**src/rtl/xbi_xbar_sched.sv**
```systemverilog
// Crossbar-side dequeue scheduler: requests a path for the head packet, then streams it out.
// Optional request timeout is built when XBI_XBAR_SCHED_TIMEOUT_EN is defined.
module xbi_xbar_sched #(
  parameter int VC0_WORDS     = 12,
  parameter int VC1_WORDS     = 64,
  parameter int VC2_WORDS     = 64,
  parameter int SETTLE_CYCLES = 4,
  parameter int TIMEOUT       = 255
) (
  input  logic        clk_xbar,
  input  logic        rst_xbar,
  input  logic [15:0] i_xbi_in_data,
  input  logic [2:0]  i_xbi_in_empty,
  output logic [2:0]  o_xbi_in_deq,
  output logic [5:0]  o_xbi_in_offset,
  output logic        o_xbi_in_eop,
  output logic        o_req,
  output logic [2:0]  o_req_vc,
  output logic [11:0] o_req_dst,
  input  logic        i_gnt,
  output logic [15:0] o_data,
  output logic        o_valid,
  output logic        o_sop,
  output logic        o_eop,
  output logic        o_release
);

  typedef enum logic [1:0] {
    ST_SETTLE = 2'd0,
    ST_LOOK   = 2'd1,
    ST_REQ    = 2'd2,
    ST_BURST  = 2'd3
  } state_e;

  localparam logic [5:0] VC0_LAST    = 6'(VC0_WORDS - 1);
  localparam logic [5:0] VC1_LAST    = 6'(VC1_WORDS - 1);
  localparam logic [5:0] VC2_LAST    = 6'(VC2_WORDS - 1);
  localparam logic [7:0] SETTLE_LOAD = 8'(SETTLE_CYCLES - 1);

  function automatic logic [5:0] last_offset(input logic [2:0] vc);
    logic [5:0] r;
    case (vc)
      3'b010:  r = VC1_LAST;
      3'b100:  r = VC2_LAST;
      default: r = VC0_LAST;
    endcase
    return r;
  endfunction

  function automatic logic is_onehot3(input logic [2:0] v);
    logic r;
    case (v)
      3'b001, 3'b010, 3'b100: r = 1'b1;
      default:                r = 1'b0;
    endcase
    return r;
  endfunction

  state_e      state_q;
  logic [7:0]  settle_q;
  logic        req_q;
  logic [2:0]  req_vc_q;
  logic [11:0] req_dst_q;
  logic [2:0]  deq_q;
  logic [5:0]  off_q;
  logic        eop_q;
  logic [2:0]  p1_q, p2_q, p3_q;
  logic        rel_q;
  logic        hdr_ok_s;
  logic [5:0]  off_nxt_s;
  logic        unused_s;

  // The empty flags are already reflected in the header VC field, so they are not consulted.
`ifdef XBI_XBAR_SCHED_TIMEOUT_EN
  localparam logic [7:0] TMO_LAST = 8'(TIMEOUT - 1);
  logic [7:0] tmo_q;
  assign unused_s = ^i_xbi_in_empty;
`else
  assign unused_s = ^{i_xbi_in_empty, 8'(TIMEOUT)};
`endif

  assign hdr_ok_s  = !i_xbi_in_data[15] && is_onehot3(i_xbi_in_data[14:12]);
  assign off_nxt_s = off_q + 6'd1;

  // Scheduler FSM plus the {active, first, last} delay line feeding the packet outputs.
  always_ff @(posedge clk_xbar or posedge rst_xbar) begin
    if (rst_xbar) begin
      state_q   <= ST_SETTLE;
      settle_q  <= SETTLE_LOAD;
      req_q     <= 1'b0;
      req_vc_q  <= 3'b000;
      req_dst_q <= 12'h000;
      deq_q     <= 3'b000;
      off_q     <= 6'd0;
      eop_q     <= 1'b0;
      p1_q      <= 3'b000;
      p2_q      <= 3'b000;
      p3_q      <= 3'b000;
      rel_q     <= 1'b0;
`ifdef XBI_XBAR_SCHED_TIMEOUT_EN
      tmo_q     <= 8'd0;
`endif
    end else begin
      p1_q  <= {(deq_q != 3'b000), (deq_q != 3'b000) && (off_q == 6'd0), eop_q};
      p2_q  <= p1_q;
      p3_q  <= p2_q;
      rel_q <= p2_q[2] & p2_q[0];
      case (state_q)
        ST_SETTLE: begin
          if (settle_q == 8'd0) begin
            state_q <= ST_LOOK;
          end else begin
            settle_q <= settle_q - 8'd1;
          end
        end
        ST_LOOK: begin
          if (hdr_ok_s) begin
            req_vc_q  <= i_xbi_in_data[14:12];
            req_dst_q <= i_xbi_in_data[11:0];
            req_q     <= 1'b1;
            state_q   <= ST_REQ;
`ifdef XBI_XBAR_SCHED_TIMEOUT_EN
            tmo_q     <= 8'd0;
`endif
          end
        end
        ST_REQ: begin
          // A grant arriving together with the timeout still wins.
          if (i_gnt) begin
            req_q   <= 1'b0;
            deq_q   <= req_vc_q;
            off_q   <= 6'd0;
            eop_q   <= (last_offset(req_vc_q) == 6'd0);
            state_q <= ST_BURST;
`ifdef XBI_XBAR_SCHED_TIMEOUT_EN
          end else if (tmo_q == TMO_LAST) begin
            req_q    <= 1'b0;
            settle_q <= SETTLE_LOAD;
            state_q  <= ST_SETTLE;
          end else begin
            tmo_q <= tmo_q + 8'd1;
`endif
          end
        end
        ST_BURST: begin
          if (eop_q) begin
            deq_q    <= 3'b000;
            off_q    <= 6'd0;
            eop_q    <= 1'b0;
            settle_q <= SETTLE_LOAD;
            state_q  <= ST_SETTLE;
          end else begin
            off_q <= off_nxt_s;
            eop_q <= (off_nxt_s == last_offset(req_vc_q));
          end
        end
        default: begin
          state_q  <= ST_SETTLE;
          settle_q <= SETTLE_LOAD;
          req_q    <= 1'b0;
          deq_q    <= 3'b000;
          eop_q    <= 1'b0;
        end
      endcase
    end
  end

  assign o_xbi_in_deq    = deq_q;
  assign o_xbi_in_offset = off_q;
  assign o_xbi_in_eop    = eop_q;
  assign o_req           = req_q;
  assign o_req_vc        = req_vc_q;
  assign o_req_dst       = req_dst_q;
  assign o_data          = i_xbi_in_data;
  assign o_valid         = p3_q[2];
  assign o_sop           = p3_q[1];
  assign o_eop           = p3_q[0];
  assign o_release       = rel_q;

endmodule
```
**config.mk**
```make
export PLATFORM = sky130hd
export DESIGN_NAME = xbi_xbar_sched
export DESIGN_NICKNAME = d
export VERILOG_FILES = /design/src/rtl/xbi_xbar_sched.sv
export SDC_FILE = /design/constraint.sdc
export NUM_CORES = 1
export LEC_CHECK = 0
export ABC_AREA = 1
export BUFFER_PORTS_ARGS = -buffer_cell sky130_fd_sc_hd__buf_2
export CORE_MARGIN = 2
export CORE_UTILIZATION = 40
export CTS_CLUSTER_DIAMETER = 50
export CTS_CLUSTER_SIZE = 8
export DETAILED_ROUTE_END_ITERATION = 8
export HOLD_SLACK_MARGIN = 0.15
export SYNTH_ARGS = -nofsm -noshare
export SYNTH_HDL_FRONTEND = slang
export SYNTH_SLANG_ARGS = --single-unit
```
**constraint.sdc**
```tcl
create_clock -name clk_xbar -period 1.7 [get_ports clk_xbar]
set_clock_uncertainty 0.15 [all_clocks]
set_input_delay 0.085 -clock clk_xbar [delete_from_list [all_inputs] [get_ports clk_xbar]]
set_output_delay 0.085 -clock clk_xbar [all_outputs]
set_load 0.005 [all_outputs]
```
==> metrics.txt <==
status finished clean; Clk pwr share 0.137; Worst-path clk slew 0.09 ns; largest net degree at the start of global routing 47; Startpoint Class flop; NetSw 0.00198 W; placed cell area 2810 µm²; max cap viols 0; sequential area share after synthesis 0.475; Mapped Cells 297; Int Pwr 0.00292 W; Initial Util 0.413; CP Max Fanout 14; P_leak 1.71 nW; first-pass GRT wire length 8.74 mm; DR WL met2 2.48 mm; register share of total power 0.369; commonest cells in the synthesized netlist 101 x nand2_1, 44 x dfrtp_1, 38 x inv_1; Syn Std Cell Area 2430 µm²; root buffer cell clkbuf_8; area of the core 5890 µm²; count of pins over their slew limit 0; EDFF count, synth 0; Synth Area per Inst 8.18 µm²; Die ar. 6710 µm²; crit path kind reg2reg; CP endpoint kind flop; Design Area, Final 3110 µm²; Remaining Overflow, GRT 0; critical path arrival 1.67 ns; Worst Hold Class in2reg; share of flip-flops with an asynchronous set or reset 1.00; vias after detailed routing 2066; First DRT Iteration DRCs 93; Sink Count 46; Num CTS Buffers 5; Required @ worst endpoint 1.77 ns; Syn Nets 329; Clock H-tree levels 2; total wire length 5.16 mm; TritonRoute pass-1 iters 4; share of cells above drive strength 1 0.306; Synth Register Bits 46; WHS Path Cells 6; RSZ-0062 raised after global routing yes; routed length on met3 216 µm; Area contributors post-synth dfrtp_1 45%, nand2_1 16%, inv_1 5.9%; register-to-register setup slack 0.10 ns; hpwl dp 3.65 mm; number of global-route vias before repair 1914; cell taking the most area after synthesis dfrtp_1; Comb power frac 0.494; relative slew slack 0.760; Chip Width 81.9 µm; Max Fclk 0.627 GHz; post-layout min period 1.60 ns; clk buf depth 2; Sw Share 0.405; synth-to-layout area growth 28.0%; row cnt 28; initial antenna violation count 0; vias per inst 4.52; hold_sp i_xbi_in_data[15]; Tightest Pin Transition 0.359 ns; number of nets in the layout 413; PortBufs 64; Antenna diodes 0; die span in y 81.9 µm; yosys warns 0; CTS tree yes; GP Congestion 0.781; count leader, synth nand2_1; final hold violation count 0; FF-to-FF End settle_q[1]$_DFFE_PP1P_; post-route ant nets 0; Worst R2R Path Depth 8; Main synth FF type dfrtp_1; Yosys cell types 29; WHS Endpoint state_q[1]$_DFFE_PP0P_; total track usage 0.170; Final Setup Violations 0; Worst-Skew Late Latency 0.30 ns; PD cells 1580 nW/µm²; peak supply drop 0.634 mV; R2R Path Start settle_q[0]$_DFFE_PP1P_; hold slack 0.156 ns; Routed wire per std cell 11.3 µm; top sig layer met4; top-area cell type share of the netlist area 0.453; M1 WL 2.39 mm; DRC 0; Pwr Total 0.00490 W; I/O pins 68; crit share post-route 0.939
[layer usage]
metal	vias up	track usage
met2	42	0.285
li1	1078	-
met5	-	0
met1	939	0.220
met4	0	0.0533
met3	7	0.0374
[cell type report]
class | count | area [µm²]
repair buffers | 98 | 643
fillers | 581 | 2780
flip-flops and latches | 46 | 1150
multi-input cells | 188 | 971
well taps | 75 | 93.8
inverters | 42 | 158
clock buffers | 5 | 68.8
clock inverters | 3 | 21.3
[power by group through the flow]
stage	Clock [W]	Combinational [W]	Sequential, W
4_1_cts	0.000699	0.00237	0.00181
6_report	0.000670	0.00242	0.00181
5_1_grt	0.000747	0.00277	0.00188
3_5_place_dp	0	0.00234	0.00183
3_3_place_gp	0	0.00230	0.00182
2_1_floorplan	0	0.00148	0.00183
[sequential cells by signal, indices dropped and copies added, names as in the netlist, 2 cells and up]
signal and cells:
o_req_dst 12, settle_q 8, o_xbi_in_offset 6, o_req_vc 3
o_xbi_in_deq 3, p1_q 3, p2_q 3, p3_q 3
state_q 2
[through the flow]
step                      setup slack, ns  std cells   util  setup TNS (ns)
after detailed placement           0.0656        430  0.478               0
after global placement             0.0760        430  0.478               0
after CTS                          0.0441        455  0.522               0
after global routing              -0.0136        457  0.528         -0.0249
after floorplan                     0.151        297      -               0
final                               0.104        457  0.528               0
[cells by family (layout without fill, tap and decap cells)]
kind of cell / Yosys count / in the layout / share of synthesized area
AO/OA/AOI/OAI: 26 / 26 / 0.0654
adder cells (fa/ha/maj): 10 / 10 / 0.0515
buffers and inverters: 63 / 148 / 0.135
flip-flops: 46 / 46 / 0.475
AND/OR/NAND/NOR: 152 / 152 / 0.273
[worst max-delay path by stage]
stage,from,endpoint,slack (ns),cells after the start
after floorplan,state_q[0]$_DFFE_PP0P_,settle_q[3]$_DFFE_PP0P_,0.15,7
after global placement,state_q[0]$_DFFE_PP0P_,o_xbi_in_eop$_DFFE_PP0P_,0.08,11
after detailed placement,state_q[0]$_DFFE_PP0P_,o_xbi_in_eop$_DFFE_PP0P_,0.07,11
after CTS,state_q[0]$_DFFE_PP0P_,o_xbi_in_eop$_DFFE_PP0P_,0.04,11
after global routing,state_q[0]$_DFFE_PP0P_,o_xbi_in_eop$_DFFE_PP0P_,-0.01,11
final,settle_q[0]$_DFFE_PP1P_,settle_q[1]$_DFFE_PP1P_,0.10,8
[worst max-delay path, stage by stage (launching register included)]
cell and delay, ns:
dfstp_2 0.54, inv_1 0.05, ha_1 0.19, nand2_1 0.06, nor2_1 0.05, nand3_2 0.08
nand3_2 0.08, buf_12 0.15, a21boi_0 0.17
[placed cells by master (no fill, tap or decap), drive strengths merged]
| cell type | Yosys | layout |
|---|---|---|
| clkinv | 0 | 3 |
| o21ai | 15 | 15 |
| ha | 10 | 10 |
| nor3 | 1 | 1 |
| and3 | 1 | 1 |
| nor4 | 1 | 1 |
| buf | 21 | 81 |
| nor2 | 18 | 18 |
| nand2 | 103 | 103 |
| inv | 42 | 41 |
| a21oi | 4 | 4 |
| dfstp | 2 | 2 |
| a21boi | 1 | 1 |
| clkinvlp | 0 | 1 |
| clkbuf | 0 | 5 |
| nand3 | 21 | 21 |
| nand4 | 5 | 5 |
| dfrtp | 44 | 44 |
| or2 | 2 | 2 |
| o22ai | 6 | 6 |
| dlygate4sd3 | 0 | 17 |
[what timing repair did]
action,CTS,global route
buffers inserted,0,2
endpoints found under the setup margin,0,15
endpoints found under the hold margin,64,0
hold buffers,17,0
gates resized for setup,0,12
(Power assumes the default switching activity.)
